===== src/rtl/imem_writer.sv =====
// imem_writer: byte-serial loader for the byte-addressed instruction memory.
// Accepts 32-bit words over valid/ready and writes each one as four bytes,
// most significant byte first, so the fetch path's {mem[a],..,mem[a+3]}
// read returns the word stored at a.
// Optional feature: define IMEM_WRITER_CHECKSUM_EN to build a running 32-bit
// sum of accepted words; otherwise the checksum port is tied to zero.
module imem_writer #(
    parameter int MEM_BYTES = 1024,
    parameter int ADDR_W    = 32
) (
    input  logic              CLK,
    input  logic              RST_N,
    input  logic              start,
    input  logic [ADDR_W-1:0] base_addr,
    input  logic [31:0]       word_in,
    input  logic              word_valid,
    input  logic              word_last,
    output logic              word_ready,
    output logic              mem_we,
    output logic [ADDR_W-1:0] mem_addr,
    output logic [7:0]        mem_wdata,
    output logic              busy,
    output logic              done,
    output logic              overflow,
    output logic [31:0]       checksum
);

    localparam logic [2:0] S_IDLE = 3'd0;
    localparam logic [2:0] S_LOAD = 3'd1;
    localparam logic [2:0] S_W0   = 3'd2;
    localparam logic [2:0] S_W1   = 3'd3;
    localparam logic [2:0] S_W2   = 3'd4;
    localparam logic [2:0] S_W3   = 3'd5;
    localparam logic [2:0] S_DONE = 3'd6;

    // Highest base address at which a whole word still fits in memory.
    localparam logic [ADDR_W-1:0] LAST_WORD_ADDR = ADDR_W'(MEM_BYTES - 4);

    logic [2:0]        state_q, state_d;
    logic [ADDR_W-1:0] addr_q, addr_d;
    logic [31:0]       word_q, word_d;
    logic              last_q, last_d;
    logic              overflow_q, overflow_d;

    logic              in_write;
    logic              handshake;
    logic              in_range;
    logic [ADDR_W-1:0] addr_plus4;
    logic [ADDR_W-1:0] cand_addr;
    logic [1:0]        byte_idx;

    assign in_write   = (state_q == S_W0) || (state_q == S_W1) ||
                        (state_q == S_W2) || (state_q == S_W3);
    assign word_ready = (state_q == S_LOAD) || ((state_q == S_W3) && !last_q);
    assign handshake  = word_valid && word_ready;
    assign addr_plus4 = addr_q + ADDR_W'(4);
    // A handshake in WRITE(3) is judged against the already-advanced address.
    assign cand_addr  = (state_q == S_W3) ? addr_plus4 : addr_q;
    assign in_range   = (cand_addr <= LAST_WORD_ADDR);
    assign byte_idx   = 2'(state_q - S_W0);

    // Next-state and datapath update for the session sequencer.
    always_comb begin
        // NOTE: every signal gets a default before the case so no latch is inferred.
        state_d    = state_q;
        addr_d     = addr_q;
        word_d     = word_q;
        last_d     = last_q;
        overflow_d = overflow_q;

        case (state_q)
            S_IDLE, S_DONE: begin
                if (start) begin
                    addr_d     = {base_addr[ADDR_W-1:2], 2'b00};
                    overflow_d = 1'b0;
                    state_d    = S_LOAD;
                end
            end
            S_W0: state_d = S_W1;
            S_W1: state_d = S_W2;
            S_W2: state_d = S_W3;
            S_W3: begin
                addr_d  = addr_plus4;
                state_d = last_q ? S_DONE : S_LOAD;
            end
            default: state_d = state_q;
        endcase

        // word_ready is only high in LOAD or WRITE(3) with last clear, so this
        // covers both places a word can arrive.
        if (handshake) begin
            if (in_range) begin
                word_d  = word_in;
                last_d  = word_last;
                state_d = S_W0;
            end else begin
                overflow_d = 1'b1;
                state_d    = S_DONE;
            end
        end
    end

    // State registers; reset abandons any partially written word.
    always_ff @(posedge CLK or negedge RST_N) begin
        if (!RST_N) begin
            state_q    <= S_IDLE;
            addr_q     <= '0;
            word_q     <= '0;
            last_q     <= 1'b0;
            overflow_q <= 1'b0;
        end else begin
            // NOTE: non-blocking assignments keep every flop sampling pre-edge values.
            state_q    <= state_d;
            addr_q     <= addr_d;
            word_q     <= word_d;
            last_q     <= last_d;
            overflow_q <= overflow_d;
        end
    end

    // Moore output decode: memory port is quiet (all zero) outside WRITE.
    always_comb begin
        mem_we    = in_write;
        mem_addr  = '0;
        mem_wdata = 8'h00;
        if (in_write) begin
            mem_addr = addr_q + ADDR_W'(byte_idx);
            case (byte_idx)
                2'd0:    mem_wdata = word_q[31:24];
                2'd1:    mem_wdata = word_q[23:16];
                2'd2:    mem_wdata = word_q[15:8];
                default: mem_wdata = word_q[7:0];
            endcase
        end
    end

    assign busy     = (state_q == S_LOAD) || in_write;
    assign done     = (state_q == S_DONE);
    assign overflow = overflow_q;

`ifdef IMEM_WRITER_CHECKSUM_EN
    logic [31:0] checksum_q, checksum_d;

    // Running sum: cleared when a session starts, bumped by each stored word.
    always_comb begin
        checksum_d = checksum_q;
        if (start && ((state_q == S_IDLE) || (state_q == S_DONE))) begin
            checksum_d = 32'h0;
        end else if (handshake && in_range) begin
            checksum_d = checksum_q + word_in;
        end
    end

    // Checksum register.
    always_ff @(posedge CLK or negedge RST_N) begin
        if (!RST_N) begin
            checksum_q <= 32'h0;
        end else begin
            checksum_q <= checksum_d;
        end
    end

    assign checksum = checksum_q;
`else
    assign checksum = 32'h0;
`endif

endmodule


===== config.mk =====
export PLATFORM = sky130hd
export DESIGN_NAME = imem_writer
export DESIGN_NICKNAME = d
export VERILOG_FILES = /design/src/rtl/imem_writer.sv
export SDC_FILE = /design/constraint.sdc
export NUM_CORES = 1
export LEC_CHECK = 0
export BUFFER_PORTS_ARGS = -buffer_cell sky130_fd_sc_hd__buf_2
export CAP_MARGIN = 20
export CORE_UTILIZATION = 47
export CTS_CLUSTER_SIZE = 25
export DETAILED_ROUTE_END_ITERATION = 16
export GPL_ROUTABILITY_DRIVEN = 0
export PLACE_DENSITY = 0.77
export SETUP_SLACK_MARGIN = 0.02
export SLEW_MARGIN = 20
export SYNTH_ARGS = -nofsm -noshare
export SYNTH_HDL_FRONTEND = slang
export SYNTH_SLANG_ARGS = --single-unit

===== constraint.sdc =====
create_clock -name CLK -period 2.7 [get_ports CLK]
set_clock_uncertainty 0.15 [all_clocks]
set_input_delay 0.135 -clock CLK [delete_from_list [all_inputs] [get_ports CLK]]
set_output_delay 0.135 -clock CLK [all_outputs]
set_load 0.03 [all_outputs]

After elaboration in Yosys (flattened, before gate mapping)

Cells that the tools add are included.

Input port bits: 69
Bits in writable memories: 0
Memory bits (read-only): 0
Memories kept: 0
Bits in latches: 0
Register bits after elaboration: 69
Output and inout port bits: 77

Order comparisons: 1
Multipliers: 0
Bitwise logic cells: 0
Add/subtract/negate cells: 3
Reductions and logical operators: 16
Divide/modulo/power cells: 0
Mux-type cells: 15
Shift operators: 0
Eq/ne operators: 10

Operators by type and width:

| kind                  | number |
|---|---|
| $mux 32               | 3 |
| $pmux 32 s2           | 1 |
| $add 32x2->32         | 1 |
| $add 32x3->32 const B | 1 |
| $le 32x10->1 const B  | 1 |
| $pmux 8 s3            | 1 |
| $pmux 3 s5            | 1 |
| $mux 3                | 4 |
| $eq 3x3->1 const B    | 3 |
| $mux 8                | 1 |
| $eq 3x2->1 const B    | 2 |
| $reduce_and 2->1      | 3 |
| $reduce_bool 6->1     | 1 |
| $logic_or 1x1->1      | 5 |
| $mux 1                | 4 |
| $eq 3x1->1 const B    | 1 |
| $logic_not 3->1       | 1 |
| $ne 3x3->1 const B    | 1 |
| $eq 2x1->1 const B    | 1 |
| $eq 2x2->1 const B    | 1 |
| $logic_and 1x1->1     | 2 |
| $logic_not 2->1       | 1 |
| $ne 2x2->1 const B    | 1 |
| $reduce_bool 2->1     | 1 |
| other kinds (3)       | 3 |

Depth between registers and ports, before layout

Depth in word-level cells: 6
Gate-level depth with buffers: 12
Depth with buffers taken out: 9

Worst setup path before layout

Ideal clock, no wire load.

Path type: register to register
Start point: register state_q[0]
End point: register last_q
Clock period less this slack: 3.115 ns
Data required time: 2.425 ns
Data arrival time: 2.840 ns
Path slack: -0.415 ns
Cell stages (with the launch flop): 8
Path through: dfrtp_1 clkbuf_1 nor2b_1 a21boi_0 nand2_1 nor3_4 buf_6 mux2_2

Longest elaborated chain between the ends: 5

Ends and longest elaborated chain:

| what                           | RTL line | RTL |
|---|---|---|
| start: declaration             | 39       | `logic [2:0] state_q, state_d;` |
| start signal: assignment       | 113      | `state_q <= state_d;` |
| $eq 3x3->1                     | 54       | `assign word_ready = (state_q == S_LOAD) \|\| ((state_q == S_W3) && !last_q);` |
| $logic_and 1x1->1              | 54       |  |
| $logic_or 1x1->1 (*)           | 54       |  |
| net word_ready                 | 18       | `output logic word_ready,` |
| $logic_and 1x1->1 (*)          | 55       | `assign handshake = word_valid && word_ready;` |
| $reduce_and 2->1 (no line) (*) | -        |  |
| end signal: assignment         | 116      | `last_q <= last_d;` |
| end: declaration               | 42       | `logic last_q, last_d;` |

Mark *: on every way through the listed nets, which the timed path passes. The rest lies on a longest branch.
A chain may end at the register's enable or synchronous reset.

Final worst setup path

Start point: register addr_q[18]
End point: register word_q[16]

Longest elaborated chain between the ends: 4

Ends and longest elaborated chain:

| what                           | RTL line | RTL |
|---|---|---|
| start: declaration             | 40       | `logic [ADDR_W-1:0] addr_q, addr_d;` |
| start signal: assignment       | 114      | `addr_q <= addr_d;` |
| $add 32x3->32                  | 56       | `assign addr_plus4 = addr_q + ADDR_W'(4);` |
| $mux 32 (*)                    | 58       | `assign cand_addr = (state_q == S_W3) ? addr_plus4 : addr_q;` |
| $le 32x10->1 (*)               | 59       | `assign in_range = (cand_addr <= LAST_WORD_ADDR);` |
| $reduce_and 2->1 (no line) (*) | -        |  |
| end signal: assignment         | 115      | `word_q <= word_d;` |
| end: declaration               | 41       | `logic [31:0] word_q, word_d;` |

Every way passes the cells marked *; elsewhere a longest branch is shown, timed or not.

==> flow_summary.json <==
{
  "synth-edff-count": 0,
  "finalPower_mw": 7.21,
  "track_usage_pct": 30.5,
  "violations": "hold timing, setup timing",
  "crit_type": "flip-flop to flip-flop",
  "r2r_setup_slack_ps": -380,
  "seqCellArea_um2": 1680,
  "hold_viol": 1,
  "syn-cell-area_um2": 4670,
  "reg2reg_to": "word_q[16]$_DFFE_PN0P_",
  "synthDistinctLibCells": 59,
  "rsz0062_at_grt": "yes",
  "max_freq_ghz": 0.325,
  "hp-class": "input port to flip-flop",
  "rows": 36,
  "design.die.area_um2": 10300,
  "synthFlopType": "dfrtp_1",
  "dp_hpwl_um": 10100,
  "fin_ws_ps": -376,
  "synthArstFlopShare_pct": 100,
  "grt_start_max_net_pins": 34,
  "arrival_ps": 3170,
  "cts.sinks": 67,
  "grt_pass1_vias": 4937,
  "whs_ps": -0.768,
  "wire_per_inst_um": 17.2,
  "final_nets": 836,
  "yosysSeqAreaShare_pct": 35.9,
  "root_buffer": "clkbuf_8",
  "clkLatencyLatePin_ps": 360,
  "worstMarginPinSlew_ps": 533,
  "hold_depth": 3,
  "drv_cap": 0,
  "status": "complete, but fails checks",
  "antenna_found_initial": 0,
  "r2r_start": "addr_q[18]$_DFFE_PN0P_",
  "min_period_over_period_pct": 114,
  "grt-ovfl-total": 0,
  "ant_nets": 0,
  "numCtsBuffers": 9,
  "setup_viol": 34,
  "fp.dieW_um": 102,
  "worstSetupStartpointType": "flip-flop",
  "clockBufferDepth": 2,
  "initial_core_util_pct": 48.2,
  "cts_max_level": 3,
  "path_clk_slew_ps": 80,
  "ir_drop_mv": 0.568,
  "drv_slew": 0,
  "ys_ff_latch": 67,
  "drt-initial-drc-count": 327,
  "synth_cells": 532,
  "drive_gt1_share_pct": 38.4,
  "synth.avg_cell_area_um2": 8.78,
  "min_to": "addr_q[12]$_DFFE_PN0P_",
  "vias_per_cell": 5.56,
  "utilization_pct": 69.6,
  "hp-start": "base_addr[12]",
  "fp.dieH_um": 102,
  "endpoint_kind": "flip-flop",
  "core_region_area_um2": 9680,
  "required_ps": 2790,
  "cts_tree": "done",
  "vias": 5024,
  "reg2regPathDepth": 10,
  "maxSlewHeadroom_pct": 64.4,
  "drt_wl_total_um": 15500,
  "fill_cells": 728,
  "critPathMaxFanout": 17,
  "p_leak_nw": 3.17,
  "n_antenna_cell": 0,
  "drc": 0,
  "ios": 146,
  "fin_crit_ps": 3080,
  "yosysWarnings": 0,
  "numPortBuffers": 111,
  "firstDrtPassIters": 5,
  "multi_input_area_um2": 2760,
  "grt_pass1_wl_um": 24000,
  "area_delta_synth_final_pct": 44.4,
  "power.density_nw_per_um2": 1070
}
report_power, final:
| group | internal (mW) | switching [mW] | total (mW) |
|---|---|---|---|
| Sequential | 1.27 | 0.231 | 1.50 |
| Combinational | 1.81 | 3.11 | 4.92 |
| Clock | 0.358 | 0.426 | 0.785 |
| Total | 3.44 | 3.77 | 7.21 |
metrics by stage:
stage	instances	setup WS [ps]	TNS, ps	hold WS, ps	instance area (um2)
after floorplan	563	-236	-7130	-311	4800
after global placement	817	-202	-6580	-98.0	5770
after detailed placement	817	-338	-10670	-94.5	5770
after CTS	903	-238	-7640	1.77	6690
after global routing	904	-505	-16340	29.6	6740
final	904	-376	-11770	-0.768	6740
worst max path at each step:
| stage | cells after the start | to | start | slack (ps) |
|---|---|---|---|---|
| after floorplan | 10 | last_q$_DFFE_PN0P_ | addr_q[23]$_DFFE_PN0P_ | -240 |
| after global placement | 10 | word_q[25]$_DFFE_PN0P_ | addr_q[3]$_DFFE_PN0P_ | -200 |
| after detailed placement | 9 | word_q[28]$_DFFE_PN0P_ | addr_q[4]$_DFFE_PN0P_ | -340 |
| after CTS | 12 | word_q[21]$_DFFE_PN0P_ | addr_q[3]$_DFFE_PN0P_ | -240 |
| after global routing | 10 | word_q[6]$_DFFE_PN0P_ | addr_q[5]$_DFFE_PN0P_ | -500 |
| final | 10 | word_q[16]$_DFFE_PN0P_ | addr_q[18]$_DFFE_PN0P_ | -380 |
logic make-up after synthesis:
family                     share of synthesized area [%]
AOI/OAI and AO/OA                                   16.5
xor gates and xnor gates                            1.13
adders and majority gates                          0.268
buffers and inverters                               10.2
DFF                                                 35.9
muxes                                               12.7
other                                             0.0803
and+or+nand+nor                                     23.3
Yosys cell counts, drive strengths merged, types with 8 or more instances:
| master | n | share of area [%] |
|---|---|---|
| a21oi | 54 | 5.9 |
| o21ai | 35 | 3.8 |
| buf | 48 | 7.1 |
| nor2 | 24 | 1.9 |
| dfrtp | 67 | 36 |
| nand3 | 22 | 2.4 |
| nor3 | 11 | 1.7 |
| nand2 | 50 | 4.0 |
| nand4 | 12 | 1.9 |
| o22ai | 9 | 1.2 |
| clkbuf | 29 | 2.4 |
| mux2 | 34 | 8.2 |
| inv | 8 | 0.64 |
| mux4 | 8 | 3.9 |
| and2 | 46 | 6.2 |
| and3 | 9 | 1.3 |
cell usage in the layout, fill, tap and decap left out, types with 3 or more instances in the layout:
master         count
nand4_1           11
clkbuf_8          10
and4_1             4
inv_1              8
nor4_1             5
nand2_1           49
a31oi_1            3
mux4_2             8
nor2b_1            3
o21ai_0           31
nor2_1            22
mux2i_1            3
xnor2_1            4
dlygate4sd3_1     59
and3_1             7
a21oi_1           53
buf_2            111
o22ai_1            8
and2_1            43
nand2b_1           3
nand3_1           22
conb_1            32
clkinv_2           3
mux2_2            30
a211oi_1           3
buf_4             96
nor3_1             7
dfrtp_1           66
a22oi_1            5
timing repair:
| item | CTS | global route |
|---|---|---|
| hold buffers | 58 | 1 |
| gates cloned | 1 | 0 |
| resized for setup | 14 | 11 |
| pin swaps | 4 | 5 |
| setup endpoints to repair | 34 | 37 |
| buffers inserted | 11 | 2 |
| endpoints found under the hold margin | 124 | 1 |
layer usage:
metal  up-vias  global-route usage, %  wire, um  part of all wire, %
met5         -                      0         0                    0
met1      2370                   36.3      6020                   39
met4         0                   11.9       464                  3.0
li1       2308                      -         -                    -
met2       293                   53.2      7660                   49
met3        53                   6.97      1380                  8.9
worst max-delay path: stages, from the launching register on:
cell and delay (ps):
dfrtp_1 420, and3_2 290, nand2_1 260, nor4b_4 100, or3_1 380, a2111oi_4 390, a21oi_2 130, nor3_4 160
buf_4 170, buf_16 150, mux2_2 350
sequential cells by signal, indices dropped and copies added (netlist names):
register,count
addr_q,30
overflow,1
state_q,3
word_q,32
last_q,1
cell type report:
cell class | instances | area share (%)
Clock buffer | 10 | 2.04
Sequential cell | 67 | 24.9
Multi-Input combinational cell | 411 | 41.0
Timing Repair Buffer | 269 | 28.6
Clock inverter | 6 | 0.594
Tap cell | 133 | 2.47
Inverter | 8 | 0.445
No activity file was read; power rests on OpenSTA's default activity.
